$ cat src/rtl/uart_pkg.sv
// Shared UART definitions: receiver/transmitter state encoding and the default
// bit-period constant for 100 MHz / 115.2 kbps.
package uart_pkg;

  typedef enum logic [2:0] {
    IDLE,
    START,
    DATA,
    STOP,
    BREAK
  } uart_state_e;

  localparam int WAITCNT_115200 = 868;

endpackage

$ cat src/rtl/sync_2ff.sv
// Two-flop synchronizer for a single asynchronous input; RST_VAL sets the
// value both flops take in reset (the idle level of the input).
module sync_2ff #(
  parameter logic RST_VAL = 1'b1
) (
  input  logic clk,
  input  logic reset,
  input  logic i_d,
  output logic o_q
);

  logic r_meta;
  logic r_sync;

  always_ff @(posedge clk) begin
    if (reset) begin
      r_meta <= RST_VAL;
      r_sync <= RST_VAL;
    end else begin
      r_meta <= i_d;
      r_sync <= r_meta;
    end
  end

  assign o_q = r_sync;

endmodule

$ cat src/rtl/uart_rx.sv
// 8N1 UART receiver with start-bit validation, centre sampling, a one-entry
// holding register and sticky framing-error / overrun flags.
module uart_rx
  import uart_pkg::*;
#(
  parameter int WAITCNT = WAITCNT_115200
) (
  input  logic       clk,
  input  logic       reset,
  input  logic       din,
  input  logic       re,
  output logic [7:0] dout,
  output logic       valid,
  output logic       ferr,
  output logic       overrun,
  output logic       busy
);

  localparam int HALF = WAITCNT / 2;
  localparam int WW   = $clog2(WAITCNT + 1);
  localparam logic [WW-1:0] W_LAST = WW'(WAITCNT);
  localparam logic [WW-1:0] W_HALF = WW'(HALF);

  // r_state is the FSM state; kept as a named register for checker binding.
  uart_state_e   r_state, w_state_next;
  logic [WW-1:0] r_waitcnt, w_waitcnt_next;
  logic [3:0]    r_bitcnt, w_bitcnt_next;
  logic [7:0]    r_shift, w_shift_next;
  logic [7:0]    r_dout;
  logic          r_valid, r_ferr, r_overrun, r_busy;
  logic          w_rxd_s, w_deliver, w_frame_err;

  sync_2ff #(.RST_VAL(1'b1)) u_sync (
    .clk   (clk),
    .reset (reset),
    .i_d   (din),
    .o_q   (w_rxd_s)
  );

  always_comb begin
    w_state_next   = r_state;
    w_waitcnt_next = r_waitcnt;
    w_bitcnt_next  = r_bitcnt;
    w_shift_next   = r_shift;
    w_deliver      = 1'b0;
    w_frame_err    = 1'b0;
    case (r_state)
      IDLE: begin
        if (!w_rxd_s) begin
          w_state_next   = START;
          w_waitcnt_next = '0;
        end
      end
      START: begin
        if (r_waitcnt == W_HALF) begin
          w_waitcnt_next = '0;
          w_bitcnt_next  = 4'd0;
          // A start bit that is high again at its centre was only a glitch.
          w_state_next   = w_rxd_s ? IDLE : DATA;
        end else begin
          w_waitcnt_next = r_waitcnt + 1'b1;
        end
      end
      DATA: begin
        if (r_waitcnt == W_LAST) begin
          w_waitcnt_next = '0;
          w_shift_next   = {w_rxd_s, r_shift[7:1]};
          w_bitcnt_next  = r_bitcnt + 4'd1;
          if (r_bitcnt == 4'd7) w_state_next = STOP;
        end else begin
          w_waitcnt_next = r_waitcnt + 1'b1;
        end
      end
      STOP: begin
        if (r_waitcnt == W_LAST) begin
          w_waitcnt_next = '0;
          if (w_rxd_s) begin
            w_deliver    = 1'b1;
            w_state_next = IDLE;
          end else begin
            w_frame_err  = 1'b1;
            w_state_next = BREAK;
          end
        end else begin
          w_waitcnt_next = r_waitcnt + 1'b1;
        end
      end
      BREAK: begin
        if (w_rxd_s) w_state_next = IDLE;
      end
      default: w_state_next = IDLE;
    endcase
  end

  always_ff @(posedge clk) begin
    if (reset) begin
      r_state   <= IDLE;
      r_waitcnt <= '0;
      r_bitcnt  <= 4'd0;
      r_shift   <= 8'd0;
      r_busy    <= 1'b0;
    end else begin
      r_state   <= w_state_next;
      r_waitcnt <= w_waitcnt_next;
      r_bitcnt  <= w_bitcnt_next;
      r_shift   <= w_shift_next;
      r_busy    <= (w_state_next != IDLE);
    end
  end

  // Later assignments take priority: a delivery in the same cycle as re wins.
  always_ff @(posedge clk) begin
    if (reset) begin
      r_dout    <= 8'd0;
      r_valid   <= 1'b0;
      r_ferr    <= 1'b0;
      r_overrun <= 1'b0;
    end else begin
      if (re) begin
        r_valid   <= 1'b0;
        r_ferr    <= 1'b0;
        r_overrun <= 1'b0;
      end
      if (w_frame_err) r_ferr <= 1'b1;
      if (w_deliver) begin
        r_dout  <= r_shift;
        r_valid <= 1'b1;
        if (r_valid && !re) r_overrun <= 1'b1;
      end
    end
  end

  assign dout    = r_dout;
  assign valid   = r_valid;
  assign ferr    = r_ferr;
  assign overrun = r_overrun;
  assign busy    = r_busy;

endmodule

$ cat config.mk
export PLATFORM = sky130hd
export DESIGN_NAME = uart_rx
export DESIGN_NICKNAME = d
export VERILOG_FILES = /design/src/rtl/uart_pkg.sv /design/src/rtl/sync_2ff.sv /design/src/rtl/uart_rx.sv
export SDC_FILE = /design/constraint.sdc
export NUM_CORES = 1
export LEC_CHECK = 0
export CAP_MARGIN = 20
export CORE_ASPECT_RATIO = 1.25
export CORE_MARGIN = 2
export CORE_UTILIZATION = 56
export DETAILED_ROUTE_END_ITERATION = 16
export PLACE_DENSITY = 0.82
export SLEW_MARGIN = 20
export SYNTH_ARGS = -nofsm -noshare
export SYNTH_HDL_FRONTEND = slang
export SYNTH_SLANG_ARGS = --single-unit
$ cat constraint.sdc
create_clock -name clk -period 2.27 [get_ports clk]
set_input_delay 0.227 -clock clk [delete_from_list [all_inputs] [get_ports clk]]
set_output_delay 0.227 -clock clk [all_outputs]
set_load 0.02 [all_outputs]
* Word-level counts from Yosys, hierarchy flattened
Cells that the tools add are included.
** Storage, ports and cells
- Bits in registers :: 39
- Bits in latches :: 0
- Bits in writable memories :: 0
- Bits in read-only memories :: 0
- Input port bits :: 4
- Output and inout bits :: 12
- Memories kept :: 0
** Cells by class
- Add/subtract/negate cells :: 2
- Multipliers :: 0
- Divide/modulo/power cells :: 0
- $lt $le $gt $ge :: 0
- Eq/ne operators :: 10
- Shift operators :: 0
- Mux-type cells :: 28
- Bitwise operators :: 0
- Reductions and logical operators :: 12
** Operators with widths (number)
- $mux 10 :: 3
- $pmux 10 s3 :: 1
- $mux 3 :: 7
- $pmux 3 s5 :: 1
- $mux 1 :: 12
- $add 10x1->10 const B :: 1
- $eq 10x10->1 const B :: 1
- $eq 10x9->1 const B :: 1
- $mux 4 :: 2
- $pmux 4 s2 :: 1
- $eq 3x2->1 const B :: 2
- $ne 2x2->1 const B :: 3
- $reduce_bool 2->1 :: 3
- $reduce_bool 3->1 :: 2
- $add 4x1->4 const B :: 1
- $eq 4x3->1 const B :: 1
- $reduce_and 2->1 :: 2
- $eq 3x1->1 const B :: 1
- $eq 3x3->1 const B :: 1
- $logic_not 3->1 :: 1
- $reduce_and 3->1 :: 1
- $mux 2 :: 1
- $reduce_or 2->1 :: 1
- $logic_and 1x1->1 :: 1
- $logic_not 1->1 :: 1

* Longest topological paths before layout
- Word-level depth :: 5
- Mapped depth :: 9
- Mapped depth without buffers :: 7

* Modules after synthesis
From an unflattened synthesis, not the netlist that was laid out.
** Unflattened totals
- Cell total of the unflattened synthesis :: 194
- Area, all modules :: 1764.2 um^2
** By module, submodules not included
- uart_rx :: times used 1, cells each 190, area each 1711.6 um^2
- sync_2ff :: times used 1, cells each 4, area each 52.6 um^2

* Worst setup path before layout
OpenSTA, ideal clock, no wires.
- Path type :: register to register
- Start point :: register r_waitcnt[0]
- End point :: register r_waitcnt[5]
- Library setup time :: 122 ps
- Arrival :: 1813 ps
- Required time :: 2148 ps
- Setup slack :: 335 ps
- Cell stages (with the launch flop) :: 9
- Path buffers :: 1
- Clock period less this slack :: 1935 ps
- Cells stage by stage :: dfxtp_1 inv_1 ha_1 nand4b_2 or3_1 buf_2 a32oi_4 nor2_1 a311o_1
** On the way
- Word-level cells in the longest chain between the ends :: 3
- Elaborated cells on any way between the ends :: 6
- Those cells by class :: add/sub (1); eq/ne (2); mux (3)
** Ends and longest elaborated chain
- from (decl) :: RTL line uart_rx.sv:26 : logic [WW-1:0] r_waitcnt, w_waitcnt_next;
- from (signal assigned) :: RTL line uart_rx.sv:104 : r_waitcnt <= w_waitcnt_next;
- $add 10x1->10 (tied with other cells) :: RTL line uart_rx.sv:61, uart_rx.sv:71, uart_rx.sv:85
- $mux 10 (on tied branches) :: RTL line uart_rx.sv:65, uart_rx.sv:75, uart_rx.sv:55
- $pmux 10 s3 (*) :: RTL line uart_rx.sv:47 : case (r_state)
Mark *: on every way between the ends. The rest lies on a longest branch, timed or not.
A chain may end at the register's enable or synchronous reset.

* Worst setup path in the final report
Same ends and word-level chain as after synthesis.

==> impl_metrics.toml <==
[yosys]
synthCells = 209
synth_top_family_by_area = "simple AND/OR/NAND/NOR gates"
synthMuxAreaShare_pct = 4.39
syn_area_um2 = 1820
synth-seq-cells = 39
synth_top_flop_cell = "dfxtp_1"
avgSynthCellArea_um2 = 8.72
yosysSeqAreaShare_pct = 42.8
synth-xor-area-share_pct = 0
yosys.cell_types.count = 46
synth_compound_area_share_pct = 18.3
async_flop_share_pct = 0
syn_nets = 217
yosysWarnings = 0
synth_edf_count = 0
synthAdderAreaFrac_pct = 2.75
synth_simple_gate_area_share_pct = 27.1

[critical_path]
crit_path_end = "r_waitcnt[5]"
rr_endpoint = "r_waitcnt[5]"
r2r_cells = 7
r2r_start = "r_waitcnt[0]"
startpoint_type = "flop"
rrSetupSlack_ns = 0.16
critical_path_arrival_ns = 2.30
critPathKind = "flop to flop"
worst_setup_path_end_kind = "flop"
required_ns = 2.46
cp_max_fo = 9
crit_start = "r_waitcnt[0]"

[place]
hpwl_mm = 2.70
globalplace.congestion = 0.954
port_buffers = 15
place_ws_ns = 0.173

[status]
status = "completed"

[sta]
period_share_pct = 92.9
clock_skew_ns = 0.00801
relSlewSlack_pct = 61.1
hold_violations = 0
final.setup.worst_slack_ns = 0.162
rsz0062_at_grt = "false"
finalSetupTns_ns = 0
fmax_mhz = 474
slew_viol_final = 0
setup_viol = 0
worst_pin_slew_ns = 0.583
fin_crit_ns = 2.11

[clock_tree]
cts_tree = "yes"
clk_pin_slew_ns = 0.08
postCtsHoldBufs = 0
clkLatencyLatePin_ns = 0.30
post_cts_resized = 0
root_buffer = "clkbuf_8"
cts_setup_buffers = 0
cts.sinks = 39
htree_levels = 2
clk_path_buf_depth = 2
cts_buffers = 5

[finish]
utilization_pct = 66.9
ff_latch_area_um2 = 781
diodes = 0
syn2layout_area_growth_pct = 16.2
fin_nets = 235
multi_input_area_um2 = 958
drive_gt1_share_pct = 11.4
num-fill-cells = 273

[power]
powerDensity_nw_per_um2 = 575
power_mw = 1.22
vdd_ir_drop_max_mv = 0.495
leakage_nw = 0.731

[floorplan]
io_pins = 16
core_um2 = 3170
die_x_um = 55.0
row_count = 23
fp.dieH_um = 67.8
start_util_pct = 57.6
design.die.area_um2 = 3730

[min_path]
hold_class = "flop to flop"
whs_path_depth = 1

[global_route]
grt_max_degree = 21
gr-usage-all-layers_pct = 22.5
grt_pass1_wl_mm = 6.04
overflow = 0
antenna_found_initial = 0
grt_pass1_vias = 1379

[drt]
drtIter0Drc = 52
viasPerCell = 5.88
wl_per_cell_um = 14.1
totalWireLength_mm = 3.72
first_pass_iters = 4
dr_total_vias = 1558
antenna_left = 0
drc = 0

[flow_run]
maxCapViolations = 0
==> logic make-up after synthesis <==
| family | count (synthesis) |
|---|---|
| buffers and inverters | 20 |
| multiplexers | 8 |
| flip-flops | 39 |
| AO/OA/AOI/OAI | 45 |
| AND/OR/NAND/NOR | 93 |
| adder cells (fa/ha/maj) | 4 |
==> sequential cells by signal, summed over array words and instances, names as in the netlist <==
| register | cells |
|---|---|
| ferr | 1 |
| u_sync.o_q | 1 |
| busy | 1 |
| dout | 8 |
| r_shift | 8 |
| overrun | 1 |
| u_sync.r_meta | 1 |
| valid | 1 |
| r_state | 3 |
| r_bitcnt | 4 |
| r_waitcnt | 10 |
==> through the flow <==
step / instances / cell area, um^2 / hold WS (ns)
2_1_floorplan: 209 / 1820 / 0.306
3_3_place_gp: 257 / 2030 / 0.392
3_5_place_dp: 257 / 2030 / 0.403
4_1_cts: 265 / 2120 / 0.420
5_1_grt: 265 / 2120 / 0.432
6_report: 265 / 2120 / 0.419
==> worst max-delay path: stages, from the launching register on <==
cell	delay, ns
dfxtp_1	0.35
inv_1	0.09
ha_1	0.16
nand4b_2	0.13
or3_1	0.46
a32oi_4	0.37
nor2_1	0.12
a311o_1	0.33
==> metal layers <==
layer	vias up	part of all wire, %	global-route usage, %
li1	796	-	-
met1	740	44	27.5
met2	17	51	36.9
met3	5	3.2	5.97
met4	0	1.5	8.84
met5	-	0	0
==> layout make-up <==
class | count | area share [%]
repair buffers | 24 | 10.3
multi-input cells | 150 | 45.2
clock inverters | 3 | 0.945
well taps | 37 | 2.19
inverters | 7 | 1.24
flip-flops and latches | 39 | 36.9
clock buffers | 5 | 3.25
==> how the worst min path moves through the flow <==
| stage | start | end |
|---|---|---|
| 2_1_floorplan | re | overrun |
| 3_3_place_gp | u_sync.r_meta | u_sync.o_q |
| 3_5_place_dp | u_sync.r_meta | u_sync.o_q |
| 4_1_cts | u_sync.r_meta | u_sync.o_q |
| 5_1_grt | u_sync.r_meta | u_sync.o_q |
| 6_report | u_sync.r_meta | u_sync.o_q |
==> Yosys cell counts (2+ instances only) <==
library cell / instances / share of area (%)
clkbuf_1: 10 / 2.1
buf_4: 2 / 0.82
or2_2: 4 / 1.4
nor2b_1: 3 / 1.0
o21ai_0: 2 / 0.55
a21o_1: 3 / 1.2
a21oi_1: 15 / 4.1
or4_1: 3 / 1.2
and3_1: 2 / 0.69
nor2_1: 21 / 4.3
nand2b_1: 7 / 2.4
o31ai_1: 5 / 2.1
a31oi_1: 4 / 1.4
a22o_1: 2 / 0.96
ha_1: 4 / 2.7
mux2i_1: 8 / 4.4
nand3b_1: 3 / 1.2
a211oi_1: 2 / 0.82
nor4_1: 5 / 1.7
nand3_1: 16 / 4.4
dfxtp_1: 39 / 43
nand2_1: 18 / 3.7
nor3_1: 3 / 0.82
inv_1: 6 / 1.2
==> report_power, final <==
part	switching, mW	internal, mW	total (mW)
Sequential	0.00634	0.689	0.695
Clock	0.250	0.213	0.464
Combinational	0.0352	0.0250	0.0602
Total	0.292	0.927	1.22
==> cells in the final DEF (no fill, tap or decap), types with 2 or more instances in the layout <==
| master | instances |
|---|---|
| or2_2 | 4 |
| inv_1 | 6 |
| o21ai_0 | 2 |
| and3_1 | 2 |
| nand2b_1 | 7 |
| nor2_1 | 21 |
| o31ai_1 | 5 |
| a31oi_1 | 4 |
| nand3b_1 | 3 |
| nand3_1 | 16 |
| a21oi_1 | 15 |
| mux2i_1 | 8 |
| clkdlybuf4s50_1 | 15 |
| clkinvlp_4 | 2 |
| nor3_1 | 3 |
| a22o_1 | 2 |
| clkbuf_8 | 5 |
| nor4_1 | 5 |
| buf_4 | 9 |
| a21o_1 | 3 |
| nor2b_1 | 3 |
| or4_1 | 3 |
| a211oi_1 | 2 |
| ha_1 | 4 |
| dfxtp_1 | 39 |
| nand2_1 | 18 |
Note: power is estimated with default switching activity, not from simulation.
